[config.mk]
export PLATFORM = sky130hd
export DESIGN_NAME = dpi_fsm
export DESIGN_NICKNAME = d
export VERILOG_FILES = /design/src/rtl/dpi_fsm.sv
export SDC_FILE = /design/constraint.sdc
export NUM_CORES = 1
export LEC_CHECK = 0
export CELL_PAD_IN_SITES_DETAIL_PLACEMENT = 0
export CELL_PAD_IN_SITES_GLOBAL_PLACEMENT = 1
export CORE_AREA = 2 2 108 110
export DETAILED_ROUTE_END_ITERATION = 8
export DIE_AREA = 0 0 110 112
export PLACE_DENSITY_LB_ADDON = 0.25
export SYNTH_ARGS = -nofsm -noshare
export SYNTH_HDL_FRONTEND = slang
export SYNTH_SLANG_ARGS = --single-unit
[constraint.sdc]
create_clock -name clk_i -period 1.86 [get_ports clk_i]
set_input_delay 0.372 -clock clk_i [delete_from_list [all_inputs] [get_ports clk_i]]
set_output_delay 0.372 -clock clk_i [all_outputs]
set_load 0.005 [all_outputs]
[src/rtl/dpi_fsm.sv]
// Input data port FSM: moves words from the FX3 slave FIFO into the DPI FIFO,
// bursting while the watermark flag allows and falling back to flag-checked single reads.
module dpi_fsm #(
  parameter int RD_LAT       = 2,
  parameter int FLAG_LAT     = 3,
  parameter int MAX_PKT_SIZE = 256
) (
  input  logic        clk_i,
  input  logic        rst_i,
  input  logic        strt_i,
  output logic        done_o,
  output logic [15:0] words_o,
  input  logic        FLAGA_i,
  input  logic        FLAGB_i,
  output logic        SLRDn_o,
  output logic        SLOEn_o,
  input  logic [31:0] dq_i,
  output logic [31:0] dpi_dt_o,
  output logic        dpi_wr_o,
  input  logic        dpi_almost_full_i
);

  localparam int          WT_W    = (FLAG_LAT > 1) ? $clog2(FLAG_LAT) : 1;
  localparam logic [WT_W-1:0] WT_LAST = WT_W'(FLAG_LAT - 1);
  localparam logic [15:0] MAX_CNT = 16'(MAX_PKT_SIZE);

  typedef enum logic [2:0] {
    IDLE,
    OE_EN,
    BURST_RD,
    SINGLE_RD,
    SINGLE_WT,
    DRAIN,
    DONE
  } state_t;

  state_t            state;
  logic [15:0]       rd_cnt;
  logic [15:0]       wr_cnt;
  logic [RD_LAT-1:0] rd_vld;
  logic [WT_W-1:0]   wt_cnt;

  logic room;
  logic burst_go;
  logic single_go;

  assign room      = (rd_cnt < MAX_CNT);
  assign burst_go  = FLAGB_i & ~dpi_almost_full_i & room;
  assign single_go = FLAGA_i & ~dpi_almost_full_i & room;

  // Outputs are registered, so each strobe decision is taken on the edge that
  // enters the cycle in which SLRDn_o is low; rd_cnt counts strobes committed.
  always_ff @(posedge clk_i) begin
    if (rst_i) begin
      state    <= IDLE;
      SLRDn_o  <= 1'b1;
      SLOEn_o  <= 1'b1;
      done_o   <= 1'b0;
      dpi_wr_o <= 1'b0;
      dpi_dt_o <= '0;
      words_o  <= '0;
      rd_cnt   <= '0;
      wr_cnt   <= '0;
      rd_vld   <= '0;
      wt_cnt   <= '0;
    end else begin
      rd_vld[0] <= ~SLRDn_o;
      for (int i = 1; i < RD_LAT; i++) begin
        rd_vld[i] <= rd_vld[i-1];
      end
      dpi_wr_o <= rd_vld[RD_LAT-1];
      if (rd_vld[RD_LAT-1]) begin
        dpi_dt_o <= dq_i;
        wr_cnt   <= wr_cnt + 16'd1;
      end

      done_o  <= 1'b0;
      SLRDn_o <= 1'b1;

      case (state)
        IDLE: begin
          SLOEn_o <= 1'b1;
          rd_cnt  <= '0;
          wr_cnt  <= '0;
          wt_cnt  <= '0;
          if (strt_i) begin
            if (FLAGA_i && !dpi_almost_full_i) begin
              state   <= OE_EN;
              SLOEn_o <= 1'b0;
            end else begin
              state   <= DONE;
              done_o  <= 1'b1;
              words_o <= '0;
            end
          end
        end

        OE_EN: begin
          state   <= BURST_RD;
          SLOEn_o <= 1'b0;
          if (burst_go) begin
            SLRDn_o <= 1'b0;
            rd_cnt  <= rd_cnt + 16'd1;
          end
        end

        BURST_RD: begin
          SLOEn_o <= 1'b0;
          if (dpi_almost_full_i || !room) begin
            state <= DRAIN;
          end else if (!FLAGB_i) begin
            state <= SINGLE_RD;
          end else if (burst_go) begin
            SLRDn_o <= 1'b0;
            rd_cnt  <= rd_cnt + 16'd1;
          end
        end

        SINGLE_RD: begin
          SLOEn_o <= 1'b0;
          if (single_go) begin
            SLRDn_o <= 1'b0;
            rd_cnt  <= rd_cnt + 16'd1;
            wt_cnt  <= '0;
            state   <= SINGLE_WT;
          end else begin
            state <= DRAIN;
          end
        end

        // Give the FX3 flags time to reflect the single read before re-checking.
        SINGLE_WT: begin
          SLOEn_o <= 1'b0;
          if (wt_cnt == WT_LAST) begin
            if (FLAGB_i) begin
              state <= BURST_RD;
              if (burst_go) begin
                SLRDn_o <= 1'b0;
                rd_cnt  <= rd_cnt + 16'd1;
              end
            end else begin
              state <= SINGLE_RD;
            end
          end else begin
            wt_cnt <= wt_cnt + 1'b1;
          end
        end

        DRAIN: begin
          SLOEn_o <= 1'b0;
          if (rd_vld == '0 && SLRDn_o) begin
            state   <= DONE;
            SLOEn_o <= 1'b1;
            done_o  <= 1'b1;
            words_o <= wr_cnt;
          end
        end

        DONE: begin
          SLOEn_o <= 1'b1;
          state   <= IDLE;
        end

        default: begin
          state   <= IDLE;
          SLOEn_o <= 1'b1;
        end
      endcase
    end
  end

endmodule

Word level (Yosys, flattened, before mapping)
Index checks and enable logic that the tools add are counted.
{"block": "totals", "register_bits": 91}
{"block": "op_classes", "n_lt_le_gt_ge": 1, "bitwise": 6, "reduce_logical": 16, "n_eq_ne": 14, "addsub": 3, "muxes": 34}
{"operator": "$mux W16", "count": 8}
{"operator": "$pmux W16 S5", "count": 1}
{"operator": "$add A16 B1 Y16 const B", "count": 2}
{"operator": "$pmux W16 S2", "count": 1}
{"operator": "$mux W3", "count": 6}
{"operator": "$pmux W3 S6", "count": 1}
{"operator": "$lt A16 B9 Y1 const B", "count": 1}
{"operator": "$ne A2 B2 Y1 const B", "count": 7}
{"operator": "$reduce_and A4 Y1", "count": 3}
{"operator": "$mux W1", "count": 11}
{"operator": "$eq A3 B2 Y1 const B", "count": 2}
{"operator": "$eq A3 B3 Y1 const B", "count": 2}
{"operator": "$pmux W2 S3", "count": 1}
{"operator": "$reduce_bool A5 Y1", "count": 1}
{"operator": "$and A1 B1 Y1", "count": 4}
{"operator": "$mux W2", "count": 2}
{"operator": "$pmux W1 S4", "count": 1}
{"operator": "$reduce_or A4 Y1", "count": 1}
{"operator": "$eq A3 B1 Y1 const B", "count": 1}
{"operator": "$logic_not A3 Y1", "count": 1}
{"operator": "$ne A3 B3 Y1 const B", "count": 1}
{"operator": "$pmux W1 S3", "count": 1}
{"operator": "$reduce_and A3 Y1", "count": 1}
{"operator": "$reduce_bool A3 Y1", "count": 1}
{"operator": "other kinds (10)", "count": 13}

Logic depth before layout (Yosys ltp)
{"block": "depth", "ltp_word": 7, "ltp_mapped": 8, "depth_no_buf": 7}

Worst setup path before layout
OpenSTA, ideal clock, no wires.
{"block": "synth_timing", "path_kind": "register to register", "from": "register rd_cnt[14]", "to": "register SLRDn_o", "arrival_time_ns": 1.856, "stages_incl_launch_ff": 6, "path_slack_ns": -0.130, "synth_period_minus_slack_ns": 1.990, "setup_time_ns": 0.134, "cell_sequence": "dfxtp_1 > or4_4 > o31ai_2 > o21ai_2 > buf_6 > or4_1"}
{"block": "synth_via", "elab_chain_cells": 6}
{"element": "from (decl)", "line": "38", "source": "logic [15:0] rd_cnt;"}
{"element": "from (signal assigned)", "line": "103", "source": "rd_cnt <= rd_cnt + 16'd1;"}
{"element": "from (signal assigned)", "line": "115", "source": "rd_cnt <= rd_cnt + 16'd1;"}
{"element": "from (signal assigned)", "line": "123", "source": "rd_cnt <= rd_cnt + 16'd1;"}
{"element": "$lt A16 B9 Y1 (*)", "line": "47", "source": "assign room = (rd_cnt < MAX_CNT);"}
{"element": "$and A1 B1 Y1", "line": "48", "source": "assign burst_go = FLAGB_i & ~dpi_almost_full_i & room;"}
{"element": "$mux W1", "line": "101, 113, 137"}
{"element": "$mux W1", "line": "135", "source": "if (FLAGB_i) begin"}
{"element": "$mux W1 (on tied branches)", "line": "134, 109"}
{"element": "$pmux W1 S4 (*)", "line": "80", "source": "case (state)"}
{"element": "to (signal assigned)", "line": "102", "source": "SLRDn_o <= 1'b0;"}
{"element": "to (signal assigned)", "line": "114", "source": "SLRDn_o <= 1'b0;"}
{"element": "to (signal assigned)", "line": "138", "source": "SLRDn_o <= 1'b0;"}
{"element": "to (decl)", "line": "15", "source": "output logic SLRDn_o,"}
Every way passes the cells marked *; elsewhere a longest branch is shown, timed or not.
A chain may end at the register's enable or synchronous reset.

Worst setup path in the final report
{"block": "layout_timing", "from": "register rd_cnt[12]", "to": "register rd_cnt[1]"}
{"block": "layout_via", "elab_chain_cells": 6}
{"element": "$lt A16 B9 Y1 (*)", "line": "47"}
{"element": "$and A1 B1 Y1", "line": "48"}
{"element": "$mux W16 (2 in a row)"}
{"element": "$mux W16 (on tied branches)"}
{"element": "$pmux W16 S5"}
Every way passes the cells marked *; elsewhere a longest branch is shown, timed or not. The select of a mux whose other input is x is not followed.

==> reports/results.tsv <==
metric	value	unit
Cells after DPL	607	
Die ar.	12300	µm²
reg2reg end	rd_cnt[1]	
GR Layer Usage met3	5.39	%
slew margin rel.	65.9	%
yosys warns	0	
post-synth top area share	50.8	%
core area	11200	µm²
filler instances	1076	
htree depth	3	
area of all placed cells without fillers	5170	µm²
CTS tree	built	
Routed Antenna Nets	0	
cell area after synthesis	3590	µm²
all-layer global routing usage	15.0	%
via count of the first global-routing pass	2927	
MaxCap Viol Count	0	
Placed Area	4820	µm²
worst-margin pin slew	512	ps
Mean Syn Cell Area	9.77	µm²
post-synthesis mux area share	10.4	%
final hold viol count	0	
synth top area cells	dfxtp_1, mux2i_1, nor2_1	
Worst-Skew Late Latency	340	ps
routed vias	2956	
Hold Crit Class	in2reg	
RR Startpoint	rd_cnt[12]	
I/O pins	90	
deepest clock path buffer count	2	
Max IR drop VDD	0.000462	V
grt met2 use	22.7	%
Final Setup Violations	14	
port bufs	89	
first-pass GRT wire length	14.5	mm
Max FO, Critical Path	7	
ratio of cells with drive above 1 in the final layout	14.1	%
Compound-Gate Fraction of Synth Area	12.1	%
f_max	481	MHz
status	complete, but fails checks	
failing checks	setup timing	
pwr dens	1070	nW/µm²
post-synth cell types	46	
CP startpoint	rd_cnt[12]	
routability cong.	0.781	
Site Rows	39	
Simple-Gate Fraction of Synth Area	19.4	%
Layout Nets	518	
pins over their slew limit	0	
Clk pin slew, worst setup/hold paths	60	ps
largest net degree at the start of global routing	36	
largest family of logic cells by synthesized area	simple AND/OR/NAND/NOR gates	
cell breakdown of the critical path	or4_4 > o31ai_4 > o21ai_4 > or4_1 > a21oi_1	
crit path max-delay cell type	or4_4	
Die Span Y	112	µm
router iterations before antenna repair	4	
WS Path Type	reg2reg	
worst reg2reg path depth	5	
stages on the worst setup path	5	
initial antenna violation count	0	
Initial DRC Count	90	
Diodes inserted	0	
register area share after synthesis	50.8	%
DPL Wire Length	6.01	mm
TritonCTS Buffers	9	
Final Cycle Share	112	%
post-route DRC violation count	0	
fin cells	625	
leak pwr	1.85	nW
Period minus WS final	2080	ps
WL/cell	13.6	µm
critical path capture point type	register	
ys async rst share	0	%
total grt overflow	0	
Setup crit end	rd_cnt[1]	
Reg2Reg Setup Slack	-220	ps
GRT busiest layer	met2	
CP required	2130	ps
Via density	4.73	
Arr. time, crit path	2350	ps
worst hold margin	431	ps
EDFF count, synth	0	
Layout area overhead	44.3	%
GRT met1 Usage	19.7	%
clk_skew	6.40	ps
flops & latches, synth	91	
Detailed Route WL	8.52	mm
clock sinks	91	
Post-Synth Adder-Cell Area	1.05	%
Synth Flop Type	dfxtp_1	
clk root buf	clkbuf_16	
Top delay family on crit path	simple AND/OR/NAND/NOR gates	
commonest non-fill, non-tap cells in the layout	dfxtp_1, clkdlybuf4s50_1, nor2_1	
post-synth top area cell	dfxtp_1	
die width	110	µm
Gate Count Post-Synth	367	
Worst Path Buf+Inv	0	
RSZ-0062 raised after global routing	yes	
initial core utilization	32.1	%
Setup WS post-layout	-220	ps
type of origin of the critical path	register	
most common cell after layout, fill and taps aside	dfxtp_1	
syn nets	408	
slowest stage delay, CP	580	ps
Post-Synth XOR/XNOR Area	2.93	%
## what timing repair did
| item | CTS | global route |
|---|---|---|
| endpoints found under the setup margin | 14 | 31 |
| setup buffers | 1 | 0 |
| pin swaps | 1 | 6 |
| cloned | 1 | 0 |
| hold buffers | 0 | 0 |
| resized for setup | 7 | 8 |
## sequential cells by signal (all words and copies together), names as in the netlist
register  cells
wt_cnt        2
SLOEn_o       1
SLRDn_o       1
rd_cnt       16
done_o        1
dpi_dt_o     32
rd_vld        2
wr_cnt       16
dpi_wr_o      1
state         3
words_o      16
## synth_stat cells (3+ instances only)
cell type,n
nor3_1,4
clkbuf_1,16
or3_1,5
nand2_1,18
a22o_1,16
xor2_1,6
nor2_1,53
nand3_1,7
ha_1,3
mux2i_1,36
nor2b_1,7
or4_1,9
and2_1,7
and3_1,5
o21ai_0,9
o21ai_1,3
xnor2_1,6
o31ai_1,4
nand4_1,4
a21oi_1,15
dfxtp_1,91
inv_1,8
## final cells by class
type                            instances  area, µm²  area share, %
Clock inverter                          6       41.3          0.798
Clock buffer                           10        229           4.43
Multi-Input combinational cell        249       1740           33.5
Tap cell                              143        179           3.46
Sequential cell                        91       1820           35.2
Inverter                                8       30.0          0.580
Timing Repair Buffer                  118       1140           22.0
## worst min path at each step
stage	startpoint	to	slack [ps]	cells after the start
finish	rst_i	rd_cnt[2]	430	4
global placement	SLRDn_o	rd_vld[0]	420	1
floorplan	SLRDn_o	rd_vld[0]	420	1
CTS	rst_i	rd_cnt[2]	420	4
global route	rst_i	rd_cnt[2]	450	4
detailed placement	SLRDn_o	rd_vld[0]	430	1
## metrics by stage
stage          power, mW  TNS [ps]  utilization, %  setup slack [ps]
3_5_place_dp        3.78     -7450            43.1              -355
2_1_floorplan       3.10      -338               -              -117
4_1_cts             5.58     -2050            46.0              -228
5_1_grt             5.87     -2900            46.3              -290
6_report            5.53     -1960            46.3              -220
3_3_place_gp        3.76     -7180            43.1              -311
## routing by layer
| metal | share of wire, % | up-vias |
|---|---|---|
| li1 | - | 1523 |
| met1 | 47 | 1363 |
| met2 | 47 | 62 |
| met3 | 5.1 | 8 |
| met4 | 1.5 | 0 |
| met5 | 0 | - |
## worst min-delay path, stage by stage
cell	delay [ps]
buf_2	90
or2_2	110
or4_1	100
nand2_1	40
## kinds of logic after synthesis
family,after synthesis
adder cells (fa/ha/maj),3
AO/OA/AOI/OAI,62
buffers and inverters,28
AND/OR/NAND/NOR,134
multiplexers,37
flip-flops,91
XOR/XNOR,12
## report_power, final
| group | internal (mW) | leakage [nW] | total (mW) | switching, mW |
|---|---|---|---|---|
| clock | 0.908 | 0.137 | 1.66 | 0.757 |
| combinational | 0.826 | 0.975 | 1.65 | 0.826 |
| sequential | 2.08 | 0.735 | 2.21 | 0.133 |
| total | 3.81 | 1.85 | 5.53 | 1.72 |
(Power assumes the default switching activity.)
